`src/rtl/vesa_sync_receiver_if.sv`:
```
// Sync inputs and measurement/coordinate outputs of the VESA sync receiver.
// The master drives the syncs; the receiver is the slave.
interface vesa_sync_receiver_if;
  logic        Hsyncb;
  logic        Vsyncb;
  logic [10:0] x;
  logic [10:0] y;
  logic        de;
  logic        frame_start;
  logic [10:0] htotal;
  logic [10:0] hsync_width;
  logic [10:0] vtotal;
  logic        locked;
  logic        error;

  modport master (
    output Hsyncb, Vsyncb,
    input  x, y, de, frame_start, htotal, hsync_width, vtotal, locked, error
  );

  modport slave (
    input  Hsyncb, Vsyncb,
    output x, y, de, frame_start, htotal, hsync_width, vtotal, locked, error
  );
endinterface

```
`src/rtl/vesa_sync_receiver.sv`:
```
// Measures an incoming active-low H/V sync pair, locks after LOCK_FRAMES
// consistent frames and regenerates active-region coordinates and data-enable.
module vesa_sync_receiver #(
  parameter int HLEN        = 1280,
  parameter int VHEIGHT     = 1024,
  parameter int HSTART      = 356,
  parameter int VSTART      = 40,
  parameter int LOCK_FRAMES = 2
) (
  input  logic clk,
  input  logic reset,
  vesa_sync_receiver_if.slave vif
);

  localparam logic [10:0] CMAX      = 11'h7FF;
  localparam logic [10:0] H_FIRST   = 11'(HSTART);
  localparam logic [10:0] H_LAST    = 11'(HSTART + HLEN - 1);
  localparam logic [10:0] V_FIRST   = 11'(VSTART);
  localparam logic [10:0] V_LAST    = 11'(VSTART + VHEIGHT - 1);
  localparam logic [3:0]  MATCH_TGT = 4'(LOCK_FRAMES);

  typedef enum logic [1:0] {SEARCH, TRACK, LOCKED} state_t;

  state_t      state_q, state_d;
  logic        hs_r_q, hs_p_q, vs_r_q, vs_p_q;
  logic [10:0] hcnt_q, hlow_q, lcnt_q;
  logic [10:0] htotal_q, hsync_width_q, vtotal_q;
  logic [3:0]  match_q, match_d;
  logic        hvalid_q, hvalid_d;
  logic        vvalid_q, vvalid_d;
  logic        bad_q, bad_d;
  logic        locked_q, error_q, de_q, frame_start_q;
  logic [10:0] x_q, y_q;

  logic        h_edge, v_edge, hs_rise;
  logic [10:0] hcnt_inc;
  logic        h_mismatch, v_mismatch, saturated, frame_bad;
  logic        error_d, de_d, frame_start_d;

  assign h_edge     = hs_p_q & ~hs_r_q;
  assign v_edge     = vs_p_q & ~vs_r_q;
  assign hs_rise    = ~hs_p_q & hs_r_q;
  assign hcnt_inc   = hcnt_q + 11'd1;
  assign h_mismatch = h_edge & hvalid_q & (hcnt_inc != htotal_q);
  // vvalid guards against comparing the first full frame with a partial one
  assign v_mismatch = v_edge & vvalid_q & (lcnt_q != vtotal_q);
  assign saturated  = (hcnt_q == CMAX) | (lcnt_q == CMAX);
  assign frame_bad  = bad_q | h_mismatch | v_mismatch | saturated;

  always_comb begin
    state_d  = state_q;
    match_d  = match_q;
    hvalid_d = hvalid_q;
    vvalid_d = vvalid_q;
    bad_d    = bad_q;
    case (state_q)
      SEARCH: begin
        if (v_edge) begin
          state_d  = TRACK;
          match_d  = 4'd0;
          hvalid_d = 1'b0;
          vvalid_d = 1'b0;
          bad_d    = 1'b0;
        end
      end
      TRACK: begin
        if (h_edge) hvalid_d = 1'b1;
        if (v_edge) begin
          bad_d    = 1'b0;
          vvalid_d = 1'b1;
          if (frame_bad) begin
            match_d = 4'd0;
          end else begin
            match_d = match_q + 4'd1;
            if (match_d == MATCH_TGT) state_d = LOCKED;
          end
        end else if (h_mismatch || saturated) begin
          bad_d = 1'b1;
        end
      end
      LOCKED: begin
        if (h_mismatch || v_mismatch || saturated) begin
          state_d  = SEARCH;
          match_d  = 4'd0;
          hvalid_d = 1'b0;
          vvalid_d = 1'b0;
          bad_d    = 1'b0;
        end
      end
      default: state_d = SEARCH;
    endcase
  end

  assign error_d       = (state_q == LOCKED) && (state_d == SEARCH);
  assign de_d          = (state_d == LOCKED) &&
                         (hcnt_q >= H_FIRST) && (hcnt_q <= H_LAST) &&
                         (lcnt_q >= V_FIRST) && (lcnt_q <= V_LAST);
  assign frame_start_d = de_d && (hcnt_q == H_FIRST) && (lcnt_q == V_FIRST);

  // Sync history resets high so release of reset never looks like a falling edge
  always_ff @(posedge clk or posedge reset) begin
    if (reset) begin
      hs_r_q <= 1'b1;
      hs_p_q <= 1'b1;
      vs_r_q <= 1'b1;
      vs_p_q <= 1'b1;
    end else begin
      hs_r_q <= vif.Hsyncb;
      hs_p_q <= hs_r_q;
      vs_r_q <= vif.Vsyncb;
      vs_p_q <= vs_r_q;
    end
  end

  always_ff @(posedge clk or posedge reset) begin
    if (reset) begin
      hcnt_q        <= '0;
      hlow_q        <= '0;
      lcnt_q        <= '0;
      htotal_q      <= '0;
      hsync_width_q <= '0;
      vtotal_q      <= '0;
    end else begin
      if (h_edge) begin
        htotal_q <= hcnt_inc;
        hcnt_q   <= '0;
      end else if (hcnt_q != CMAX) begin
        hcnt_q <= hcnt_inc;
      end
      if (hs_rise) begin
        hsync_width_q <= hlow_q;
        hlow_q        <= '0;
      end else if (!hs_r_q && hlow_q != CMAX) begin
        hlow_q <= hlow_q + 11'd1;
      end
      if (v_edge) begin
        vtotal_q <= lcnt_q;
        lcnt_q   <= '0;
      end else if (h_edge && lcnt_q != CMAX) begin
        lcnt_q <= lcnt_q + 11'd1;
      end
    end
  end

  always_ff @(posedge clk or posedge reset) begin
    if (reset) begin
      state_q       <= SEARCH;
      match_q       <= '0;
      hvalid_q      <= 1'b0;
      vvalid_q      <= 1'b0;
      bad_q         <= 1'b0;
      locked_q      <= 1'b0;
      error_q       <= 1'b0;
      de_q          <= 1'b0;
      frame_start_q <= 1'b0;
      x_q           <= '0;
      y_q           <= '0;
    end else begin
      state_q       <= state_d;
      match_q       <= match_d;
      hvalid_q      <= hvalid_d;
      vvalid_q      <= vvalid_d;
      bad_q         <= bad_d;
      locked_q      <= (state_d == LOCKED);
      error_q       <= error_d;
      de_q          <= de_d;
      frame_start_q <= frame_start_d;
      if (de_d) begin
        x_q <= hcnt_q - H_FIRST;
        y_q <= lcnt_q - V_FIRST;
      end
    end
  end

  assign vif.x           = x_q;
  assign vif.y           = y_q;
  assign vif.de          = de_q;
  assign vif.frame_start = frame_start_q;
  assign vif.htotal      = htotal_q;
  assign vif.hsync_width = hsync_width_q;
  assign vif.vtotal      = vtotal_q;
  assign vif.locked      = locked_q;
  assign vif.error       = error_q;

endmodule

```
`src/flat_wrapper.sv`:
```
// flat-port wrapper written by rule: the top's interface ports become plain ports
module vesa_sync_receiver_flat 
#(
  parameter int HLEN        = 1280,
  parameter int VHEIGHT     = 1024,
  parameter int HSTART      = 356,
  parameter int VSTART      = 40,
  parameter int LOCK_FRAMES = 2
)
  (clk, reset, vif_Hsyncb, vif_Vsyncb, vif_x, vif_y, vif_de, vif_frame_start, vif_htotal, vif_hsync_width, vif_vtotal, vif_locked, vif_error);
  vesa_sync_receiver_if vif_i ();
  input  logic clk;
  input  logic reset;
  input wire logic [$bits(vif_i.Hsyncb)-1:0] vif_Hsyncb;
  input wire logic [$bits(vif_i.Vsyncb)-1:0] vif_Vsyncb;
  output wire logic [$bits(vif_i.x)-1:0] vif_x;
  output wire logic [$bits(vif_i.y)-1:0] vif_y;
  output wire logic [$bits(vif_i.de)-1:0] vif_de;
  output wire logic [$bits(vif_i.frame_start)-1:0] vif_frame_start;
  output wire logic [$bits(vif_i.htotal)-1:0] vif_htotal;
  output wire logic [$bits(vif_i.hsync_width)-1:0] vif_hsync_width;
  output wire logic [$bits(vif_i.vtotal)-1:0] vif_vtotal;
  output wire logic [$bits(vif_i.locked)-1:0] vif_locked;
  output wire logic [$bits(vif_i.error)-1:0] vif_error;
  assign vif_i.Hsyncb = vif_Hsyncb;
  assign vif_i.Vsyncb = vif_Vsyncb;
  assign vif_x = vif_i.x;
  assign vif_y = vif_i.y;
  assign vif_de = vif_i.de;
  assign vif_frame_start = vif_i.frame_start;
  assign vif_htotal = vif_i.htotal;
  assign vif_hsync_width = vif_i.hsync_width;
  assign vif_vtotal = vif_i.vtotal;
  assign vif_locked = vif_i.locked;
  assign vif_error = vif_i.error;
  vesa_sync_receiver #(.HLEN(HLEN), .VHEIGHT(VHEIGHT), .HSTART(HSTART), .VSTART(VSTART), .LOCK_FRAMES(LOCK_FRAMES)) u_core (.clk(clk), .reset(reset), .vif(vif_i));
endmodule
```
`config.mk`:
```
export PLATFORM = sky130hd
export DESIGN_NAME = vesa_sync_receiver_flat
export DESIGN_NICKNAME = d
export VERILOG_FILES = /design/src/rtl/vesa_sync_receiver_if.sv /design/src/rtl/vesa_sync_receiver.sv /design/src/flat_wrapper.sv
export SDC_FILE = /design/constraint.sdc
export NUM_CORES = 1
export LEC_CHECK = 0
export BUFFER_PORTS_ARGS = -buffer_cell sky130_fd_sc_hd__buf_2
export CORE_ASPECT_RATIO = 0.75
export CORE_UTILIZATION = 48
export DETAILED_ROUTE_END_ITERATION = 10
export HOLD_SLACK_MARGIN = 0.12
export MAX_ROUTING_LAYER = met4
export PLACE_DENSITY = 0.68
export RECOVER_POWER = 25
export SLEW_MARGIN = 20
export SYNTH_ARGS = -nofsm -noshare
export SYNTH_HDL_FRONTEND = slang
export SYNTH_SLANG_ARGS = --single-unit
export TNS_END_PERCENT = 1
```
`constraint.sdc`:
```
create_clock -name clk -period 5 [get_ports clk]
set_input_delay 0.5 -clock clk [delete_from_list [all_inputs] [get_ports clk]]
set_output_delay 0.5 -clock clk [all_outputs]
set_load 0.02 [all_outputs]
```
# Word-level counts from Yosys, hierarchy flattened
# Index checks and enable logic that the tools add are counted.
[op_classes]
n_eq_ne = 18
mux = 26
reduce_logical = 22
order_cmp = 4
bitwise = 14
addsub = 6
[ops]
columns = ["op", "count"]
rows = [
  ["$mux 11", 6],
  ["$add 11x1->11 const B", 3],
  ["$ne 11x11->1 const B", 3],
  ["$eq 11x11->1 const B", 2],
  ["$le 11x11->1 const B", 2],
  ["$ne 11x11->1", 2],
  ["$mux 4", 4],
  ["$pmux 4 s3", 1],
  ["$reduce_and 4->1", 3],
  ["$eq 11x6->1 const B", 1],
  ["$eq 11x9->1 const B", 1],
  ["$ge 11x6->1 const B", 1],
  ["$ge 11x9->1 const B", 1],
  ["$sub 11x6->11 const B", 1],
  ["$sub 11x9->11 const B", 1],
  ["$mux 2", 5],
  ["$logic_and 1x1->1", 9],
  ["$pmux 1 s3", 3],
  ["$ne 2x1->1 const B", 4],
  ["$and 1x1->1", 7],
  ["$mux 1", 6],
  ["$pmux 2 s3", 1],
  ["$reduce_bool 2->1", 3],
  ["$add 4x1->4 const B", 1],
  ["other kinds (10)", 19],
]
[totals]
register_bits = 105
in_bits = 4
word_cells = 111

# Logic depth before layout (Yosys ltp)
# Gate-level depths: netlist (run 1).
[depth]
word_depth = 17
ltp_mapped = 11

# Worst setup path after synthesis (run 1)
# OpenSTA, ideal clock, no wires.
[synth_timing]
kind = "register -> register"
startpoint = "register u_core.hcnt_q[0]"
endpoint = "register u_core.x_q[0], in the netlist u_core.vif.x[0]"
path_slack_ns = 2.276
setup_ns = 0.125
synth_period_minus_slack_ns = 2.724
arrival_time_ns = 2.599
stages_incl_launch_ff = 12
required_ns = 4.875
cell_sequence = "dfrtp_1 -> buf_2 -> inv_1 -> ha_1 -> xnor2_1 -> nand2_1 -> nand4bb_1 -> a2111o_1 -> o31ai_4 -> nand3_4 -> buf_6 -> mux2_4"
[synth_via]
elab_chain_cells = 14
word_cells_on_any_way = 22
cone_classes = "2 x add/sub; 2 x order compare; 3 x eq/ne; 4 x mux; 5 x bitwise; 6 x reduce/logical"
[synth_rtl]
columns = ["element", "line_no", "rtl"]
rows = [
  ["start: declaration", "vesa_sync_receiver.sv:26", "logic [10:0] hcnt_q, hlow_q, lcnt_q;"],
  ["start signal: assignment", "vesa_sync_receiver.sv:128", "hcnt_q <= hcnt_inc;"],
  ["$add 11x1->11 *", "vesa_sync_receiver.sv:43", "assign hcnt_inc = hcnt_q + 11'd1;"],
  ["via u_core.hcnt_inc[0]", "vesa_sync_receiver.sv:36", "logic [10:0] hcnt_inc;"],
  ["$ne 11x11->1 *", "vesa_sync_receiver.sv:44", "assign h_mismatch = h_edge & hvalid_q & (hcnt_inc != htotal_q);"],
  ["$and 1x1->1 *", "vesa_sync_receiver.sv:44", ""],
  ["$or 1x1->1 (3 in a row)", "vesa_sync_receiver.sv:48", "assign frame_bad = bad_q | h_mismatch | v_mismatch | saturated;"],
  ["$mux 2", "vesa_sync_receiver.sv:71", "if (frame_bad) begin"],
  ["$mux 2", "vesa_sync_receiver.sv:68", "if (v_edge) begin"],
  ["$pmux 2 s3 *", "vesa_sync_receiver.sv:56", "case (state_q)"],
  ["$eq 2x2->1 *", "vesa_sync_receiver.sv:95", "assign de_d = (state_d == LOCKED) &&"],
  ["$logic_and 1x1->1 *", "vesa_sync_receiver.sv:95", ""],
  ["$logic_and 1x1->1 * (2 in a row)", "vesa_sync_receiver.sv:96", "(hcnt_q >= H_FIRST) && (hcnt_q <= H_LAST) &&"],
  ["$logic_and 1x1->1 *", "vesa_sync_receiver.sv:97", "(lcnt_q >= V_FIRST) && (lcnt_q <= V_LAST);"],
  ["end signal: assignment", "vesa_sync_receiver.sv:169", "x_q <= hcnt_q - H_FIRST;"],
  ["end: declaration", "vesa_sync_receiver.sv:33", "logic [10:0] x_q, y_q;"],
]
# Mark *: on every way through the listed nets, which the timed path passes. The rest lies on a longest branch.
# A chain may end at the register's enable or synchronous reset.

# Final worst setup path (run 1)
[layout_timing]
startpoint = "register u_core.hcnt_q[0]"
endpoint = "register u_core.x_q[4], in the netlist u_core.vif.x[4]"
[layout_via]
elab_chain_cells = 14
word_cells_on_any_way = 22
cone_classes = "2 x add/sub; 2 x order compare; 3 x eq/ne; 4 x mux; 5 x bitwise; 6 x reduce/logical"
[layout_rtl]
columns = ["element", "line_no"]
rows = [
  ["$add 11x1->11", "vesa_sync_receiver.sv:43"],
  ["$ne 11x11->1", "vesa_sync_receiver.sv:44"],
  ["$and 1x1->1", "vesa_sync_receiver.sv:44"],
  ["$or 1x1->1 (3 in a row)", "vesa_sync_receiver.sv:48"],
  ["$mux 2", "vesa_sync_receiver.sv:71"],
  ["$mux 2", "vesa_sync_receiver.sv:68"],
  ["$pmux 2 s3", "vesa_sync_receiver.sv:56"],
  ["$eq 2x2->1", "vesa_sync_receiver.sv:95"],
  ["$logic_and 1x1->1", "vesa_sync_receiver.sv:95"],
  ["$logic_and 1x1->1 (2 in a row)", "vesa_sync_receiver.sv:96"],
  ["$logic_and 1x1->1", "vesa_sync_receiver.sv:97"],
]
# Parallel ways exist; a longest one is shown, timed or not.

==> results of run 1 <==
[layer usage]
metal | part of all wire, % | track usage [%]
met5 | 0 | -
met2 | 44 | 32.59
met3 | 4.7 | 4.157
met1 | 50 | 29.40
met4 | 1.3 | 4.878
[cell usage in the layout (no fill, tap or decap), drive strengths merged, types with 5 or more instances in the layout]
cell type,n
dfrtp,101
nand2,100
buf,58
nor2,51
xor2,30
xnor2,27
o21ai,27
a21oi,21
inv,21
nand3,20
mux2,20
clkbuf,16
ha,14
nand4,9
nor3,9
nor2b,7
and4,5
mux2i,5
nand2b,5
nor4,5
[stage by stage]
| stage | std cells | instance area (sq um) |
|---|---|---|
| floorplan | 557 | 5444 |
| global placement | 730 | 5803 |
| detailed placement | 730 | 5803 |
| CTS | 746 | 6145 |
| global route | 746 | 6137 |
| finish | 746 | 6137 |
[critical path, stage by stage, from the launching register on]
cell and delay [ps]:
dfrtp_1 540, ha_1 320, nand2_1 220, nor2_1 230, a21oi_1 120, a2111o_1 430
o31ai_4 450, nand3_4 470, mux2_4 440
[state kept, by name (all words and copies together) (netlist names)]
name                    cells
u_core.bad_q                1
u_core.hcnt_q              11
u_core.hlow_q              11
u_core.hs_p_q               1
u_core.hs_r_q               1
u_core.hvalid_q             1
u_core.lcnt_q              11
u_core.match_q              4
u_core.state_q              2
u_core.vif.de               1
u_core.vif.error            1
u_core.vif.frame_start      1
u_core.vif.hsync_width     11
u_core.vif.htotal          11
u_core.vif.locked           1
u_core.vif.vtotal          11
u_core.vif.x               11
u_core.vif.y               11
u_core.vs_p_q               1
u_core.vs_r_q               1
u_core.vvalid_q             1
[worst paths after layout]
path                                        endpoint  slack, ps  depth (start not counted)
worst min register to register         u_core.vs_p_q        380                          0
worst max register to register       u_core.vif.x[4]       1660                          8
worst min-delay path                   u_core.vs_r_q        260                          1
max in group asynchronous            u_core.hvalid_q       2650                          3
worst max-delay path                 u_core.vif.x[4]       1660                          8
min in group asynchronous       u_core.vif.vtotal[1]        820                          2
[logic make-up after synthesis]
| group | count (synthesis) | share of synthesized area, % |
|---|---|---|
| adder cells (fa/ha/maj) | 14 | 3.218 |
| flip-flops | 105 | 48.36 |
| XOR/XNOR | 59 | 9.998 |
| multiplexers | 25 | 6.159 |
| buffers and inverters | 53 | 4.229 |
| AND/OR/NAND/NOR | 228 | 19.65 |
| AO/OA/AOI/OAI | 73 | 8.389 |
[power by group through the flow]
stage / logic, uW / registers (uW) / clock network [uW]
final: 425 / 1030 / 801
after global routing: 475 / 1040 / 848
after CTS: 426 / 1020 / 820
after detailed placement: 421 / 1040 / 0
after global placement: 411 / 1030 / 0
after floorplan: 312 / 1030 / 0
[area by class of cell]
cell class	instances	area [sq um]	area share (%)
sequential	105	2633	42.89
multi-input combinational	399	2584	42.10
timing repair buffer	65	324.1	5.280
clock buffer	9	225.2	3.670
tap	140	175.2	2.854
clock inverter	7	116.4	1.896
inverter	21	80.08	1.305
==> results.md, run 1 <==
* Core Box Area at 10980 sq um
* Syn_area_per_cell at around 9.8 sq um
* Synth area leader: dfrtp_1
* Post-CTS Setup Bufs at 0
* Total power density per cell area at roughly 370 nW/um^2
* Pint at 1581 uW
* CP startpoint kind: flip-flop
* Maxcap violations at 1
* Slew margin rel. at -65.46%
* Layout cell share with drive strength beyond 1 at about 17%
* Worst setup slack after layout at roughly 1700 ps
* Hold Path Class: input port to flip-flop
* VDD IR max at slightly below 0.2 mV
* Total grt overflow at 0
* Clock buffer count from CTS at 9
* Asr flop ratio synth at 100.0%
* Post-Syn Area at about 5400 sq um
* Hold path startpoint: vif_Vsyncb
* Router iterations before antenna repair at 8
* Yosys reg bits at roughly 110
* Setup Skew at between 5 and 6 ps
* Die ar. at 11780 sq um
* Total Power at 2252 uW
* Synthesis warning total at 0
* Syn nets at approximately 580
* Worst Tran Pin Value at around 2500 ps
* Post-CTS Hold Fix Bufs at 0
* Clock share of power at 35.6%
* Register area share after synthesis at between 40% and 50%
* Post-DP HPWL at ~8000 um
* Unique masters post-synth at 56
* ANT nets after route at 0
* Setup-failing EPs final at 0
* Die X at between 100 and 150 um
* Dpl ws at 1684 ps
* H-tree level count at 3
* Crit-path max FO at 24
* Vias in the first global route at ~3800
* DR WL/cell at roughly 15 um
* Fin. Hold Viols at 0
* Sw Share at 29.80%
* Outcome: finished, violations left
* Synth top area share at 46.43%
* Synth top cells by count: dfrtp_1, nand2_1, nor2_1
* Worst r2r src: u_core.hcnt_q[0]
* Seq pwr share at around 46%
* Fin Hold WS at ~260 ps
* Fin Setup TNS at 0 ps
* Main synth FF type: dfrtp_1
* Initial drt markers at between 200 and 300
* Util after Layout at 55.88%
* CTS Sinks at about 110
* Max Slew Vio Count at 58
* Critical Path AT at about 3600 ps
* Syn Inst Count at 557
* Layout area overhead at 12.73%
* Initial antenna violation count at 0
* Die Ht at 94.23 um
* Pin count of the biggest net entering global routing at 58
* Post-route minimum period at roughly 3300 ps
* Clk pin slew, worst setup/hold paths at about 70 ps
* First-pass GRT wire length at between 15000 and 20000 um
* Initial Utilization at roughly 50%
* Worst EP required at 5230 ps
* Critical path launch point: u_core.hcnt_q[0]
* Unrepaired setup endpoints after global routing: false
* DRC Markers at 8
* Period utilisation layout at between 60 and 70%
* Io pins at between 60 and 70
* Via density per instance at around 5.4
* WL final at roughly 11000 um
* Pleak at between 0.003 and 0.004 uW
* Top-count cell post-synth: dfrtp_1
* Clk_lat worst skew at roughly 340 ps
* Root buf cell: clkbuf_16
* Fin nets at 619
* Switch Pwr at about 670 uW
* Crit end category: flip-flop
* GRT Util Overall at a little over a fifth
* # rows at 33
* Cts repair resizes at 0
* Logic pwr share at a little under a fifth
* CTS tree: built
* Synth top area cells: dfrtp_1, nand2_1, xor2_1
* RD Place Congestion at between 0.8 and 0.9
* Clock buffer depth at 2
* Ant diodes at 0
* Worst Setup Path Type: flip-flop to flip-flop
* EDFF count, synth at 0
* PortBufs at 62
* Vias at 3999
* Fill cells at ~960
* Peak Freq at between 200 and 300 MHz
* Failing checks: design-rule violations, max-capacitance violations, max-slew violations
Note: power is estimated with default switching activity, not from simulation.
==> run 2: changes to the inputs <==
- clock period: 5 -> 3.2 ns (I/O delays scaled with it)
==> run 2 against run 1 <==
The flow still finishes with violations (design-rule violations, max-capacitance violations, max-slew violations); register-to-register slack lost 1400 ps; power grew 50%; worst hold slack gained 130 ps; non-clock buffer count grew 15; cell count grew 2.0%; clock power grew 39%; utilization grew 0.77 points; combinational power grew 57%.
==> results.md, run 2 (synthesis results as in run 1) <==
* Io pins at 63
* Placed Cells incl. Taps at about 740
* # rows at 33
* GRT Util Overall at between 20% and 30%
* VDD IR max at 0.2931 mV
* Pleak at ~0.0032 uW
* Vias at about 4000
* Unrepaired setup endpoints after global routing: false
* PortBufs at between 60 and 70
* DR WL/cell at 14.67 um
* WL final at approximately 11000 um
* Hold Path Class: flip-flop to flip-flop
* CTS Sinks at 105
* Worst Setup Path Type: flip-flop to flip-flop
* Vias in the first global route at around 3800
* Root buf cell: clkbuf_16
* CTS tree: built
* Crit end category: flip-flop
* Slew margin rel. at -11.03%
* Clk_lat worst skew at about 350 ps
* Layout cell share with drive strength beyond 1 at between 10% and 20%
* Die ar. at 11780 sq um
* Pin count of the biggest net entering global routing at between 80 and 90
* Outcome: finished, violations left
* Peak Freq at roughly 340 MHz
* Post-route minimum period at 2939 ps
* H-tree level count at 3
* Util after Layout at 56.65%
* Post-CTS Setup Bufs at 0
* Cts repair resizes at 0
* R2R depth at 9
* Max Slew Vio Count at 81
* Die X at between 100 and 150 um
* Setup-failing EPs final at 0
* Maxcap violations at 1
* Failing checks: design-rule violations, max-capacitance violations, max-slew violations
* Clock buffer count from CTS at 9
* Initial antenna violation count at 0
* Worst Hold Depth at 0
* Core Box Area at about 11000 sq um
* Total power density per cell area at between 500 and 600 nW/um^2
* Critical path launch point: u_core.hcnt_q[0]
* Worst EP required at ~3400 ps
* Period utilisation layout at around nine tenths
* Worst R2R Setup Slack at between 200 and 300 ps
* Router iterations before antenna repair at 10
* Fin Setup TNS at 0 ps
* Sw Share at a little under a third
* Crit-path max FO at 12
* Setup Skew at 9.048 ps
* Total grt overflow at 0
* ANT nets after route at 0
* Clk pin slew, worst setup/hold paths at 70 ps
* Worst Tran Pin Value at roughly 1700 ps
* CP startpoint kind: flip-flop
* Final cell count without fillers at roughly 760
* Die Ht at around 94 um
* Clock buffer depth at 2
* R2R Path End: u_core.vif.x[6]
* WHS Endpoint: u_core.vs_p_q
* Initial Utilization at about 50%
* RD Place Congestion at 0.8543
* Logic pwr share at just under 20%
* Layout area overhead at 14.30%
* Commonest cells after routing, fill and taps aside: dfrtp_1, nand2_1, buf_2
* Most common library cell in the layout ignoring fill and taps: dfrtp_1
* Pint at between 2000 and 2500 uW
* Fin nets at 634
* DRC Markers at 8
* Clock share of power at between 30% and 40%
* Fin. Hold Viols at 0
* Hold path startpoint: u_core.vs_r_q
* Initial drt markers at between 150 and 200
* Worst r2r src: u_core.hcnt_q[0]
* Critical Path AT at approximately 3200 ps
* Ant diodes at 0
* Switch Pwr at approximately 1100 uW
* Seq pwr share at 47.3%
* Via density per instance at 5.301
* First-pass GRT wire length at roughly 19000 um
* Post-DP HPWL at ~7900 um
run 2: layout make-up:
| cell class | instances | area (sq um) |
|---|---|---|
| inverter | 21 | 78.83 |
| multi-input combinational | 399 | 2584 |
| clock inverter | 7 | 76.32 |
| fill | 964 | 4761 |
| sequential | 105 | 2633 |
| clock buffer | 9 | 225.2 |
| timing repair buffer | 80 | 450.4 |
| tap | 140 | 175.2 |
run 2: power groups by stage:
stage | registers [uW] | logic, uW | clock network, uW
after CTS | 1600 | 675 | 1150
final | 1600 | 668 | 1110
after floorplan | 1610 | 487 | 0
after global routing | 1620 | 757 | 1200
after global placement | 1610 | 650 | 0
after detailed placement | 1620 | 664 | 0
run 2: layer usage:
| layer | part of all wire [%] | global-route usage, % | vias to the layer above |
|---|---|---|---|
| met4 | 0.82 | 4.878 | 0 |
| met2 | 45 | 31.52 | 99 |
| li1 | - | - | 1990 |
| met3 | 4.3 | 4.499 | 7 |
| met1 | 50 | 28.63 | 1938 |
| met5 | 0 | - | - |
run 2: metrics by stage:
stage / total power [uW] / worst slack, ps / area (sq um) / hold slack (ps)
floorplan: 2101 / 126.1 / 5444 / 324.5
global route: 3579 / 73.01 / 6222 / 396.6
detailed placement: 2286 / 325.2 / 5901 / 365.3
global placement: 2264 / 455.9 / 5901 / 362.9
CTS: 3420 / 282.7 / 6222 / 224.6
finish: 3381 / 260.7 / 6222 / 386.5
run 2: how the worst max path moves through the flow:
| stage | slack (ps) | cells after the start | endpoint |
|---|---|---|---|
| 6_report | 260 | 9 | u_core.vif.x[6] |
| 4_1_cts | 280 | 9 | u_core.vif.y[7] |
| 2_1_floorplan | 130 | 1 | u_core.bad_q |
| 5_1_grt | 70 | 9 | u_core.match_q[3] |
| 3_3_place_gp | 460 | 9 | u_core.vif.y[9] |
| 3_5_place_dp | 330 | 9 | u_core.vif.x[1] |
run 2: critical path, stage by stage (launching register included):
cell and delay (ps):
dfrtp_1 530, ha_1 330, nand2_1 240, nor2_1 240, a21oi_1 110, a2111o_1 440, o31ai_4 310, nand3_4 90
buf_4 220, mux2_4 310
run 2: what timing repair did:
| action | 4_1_cts | 5_1_grt |
|---|---|---|
| endpoints found under the setup margin | 0 | 0 |
| endpoints found under the hold margin | 2 | 0 |
| hold buffers | 2 | 0 |
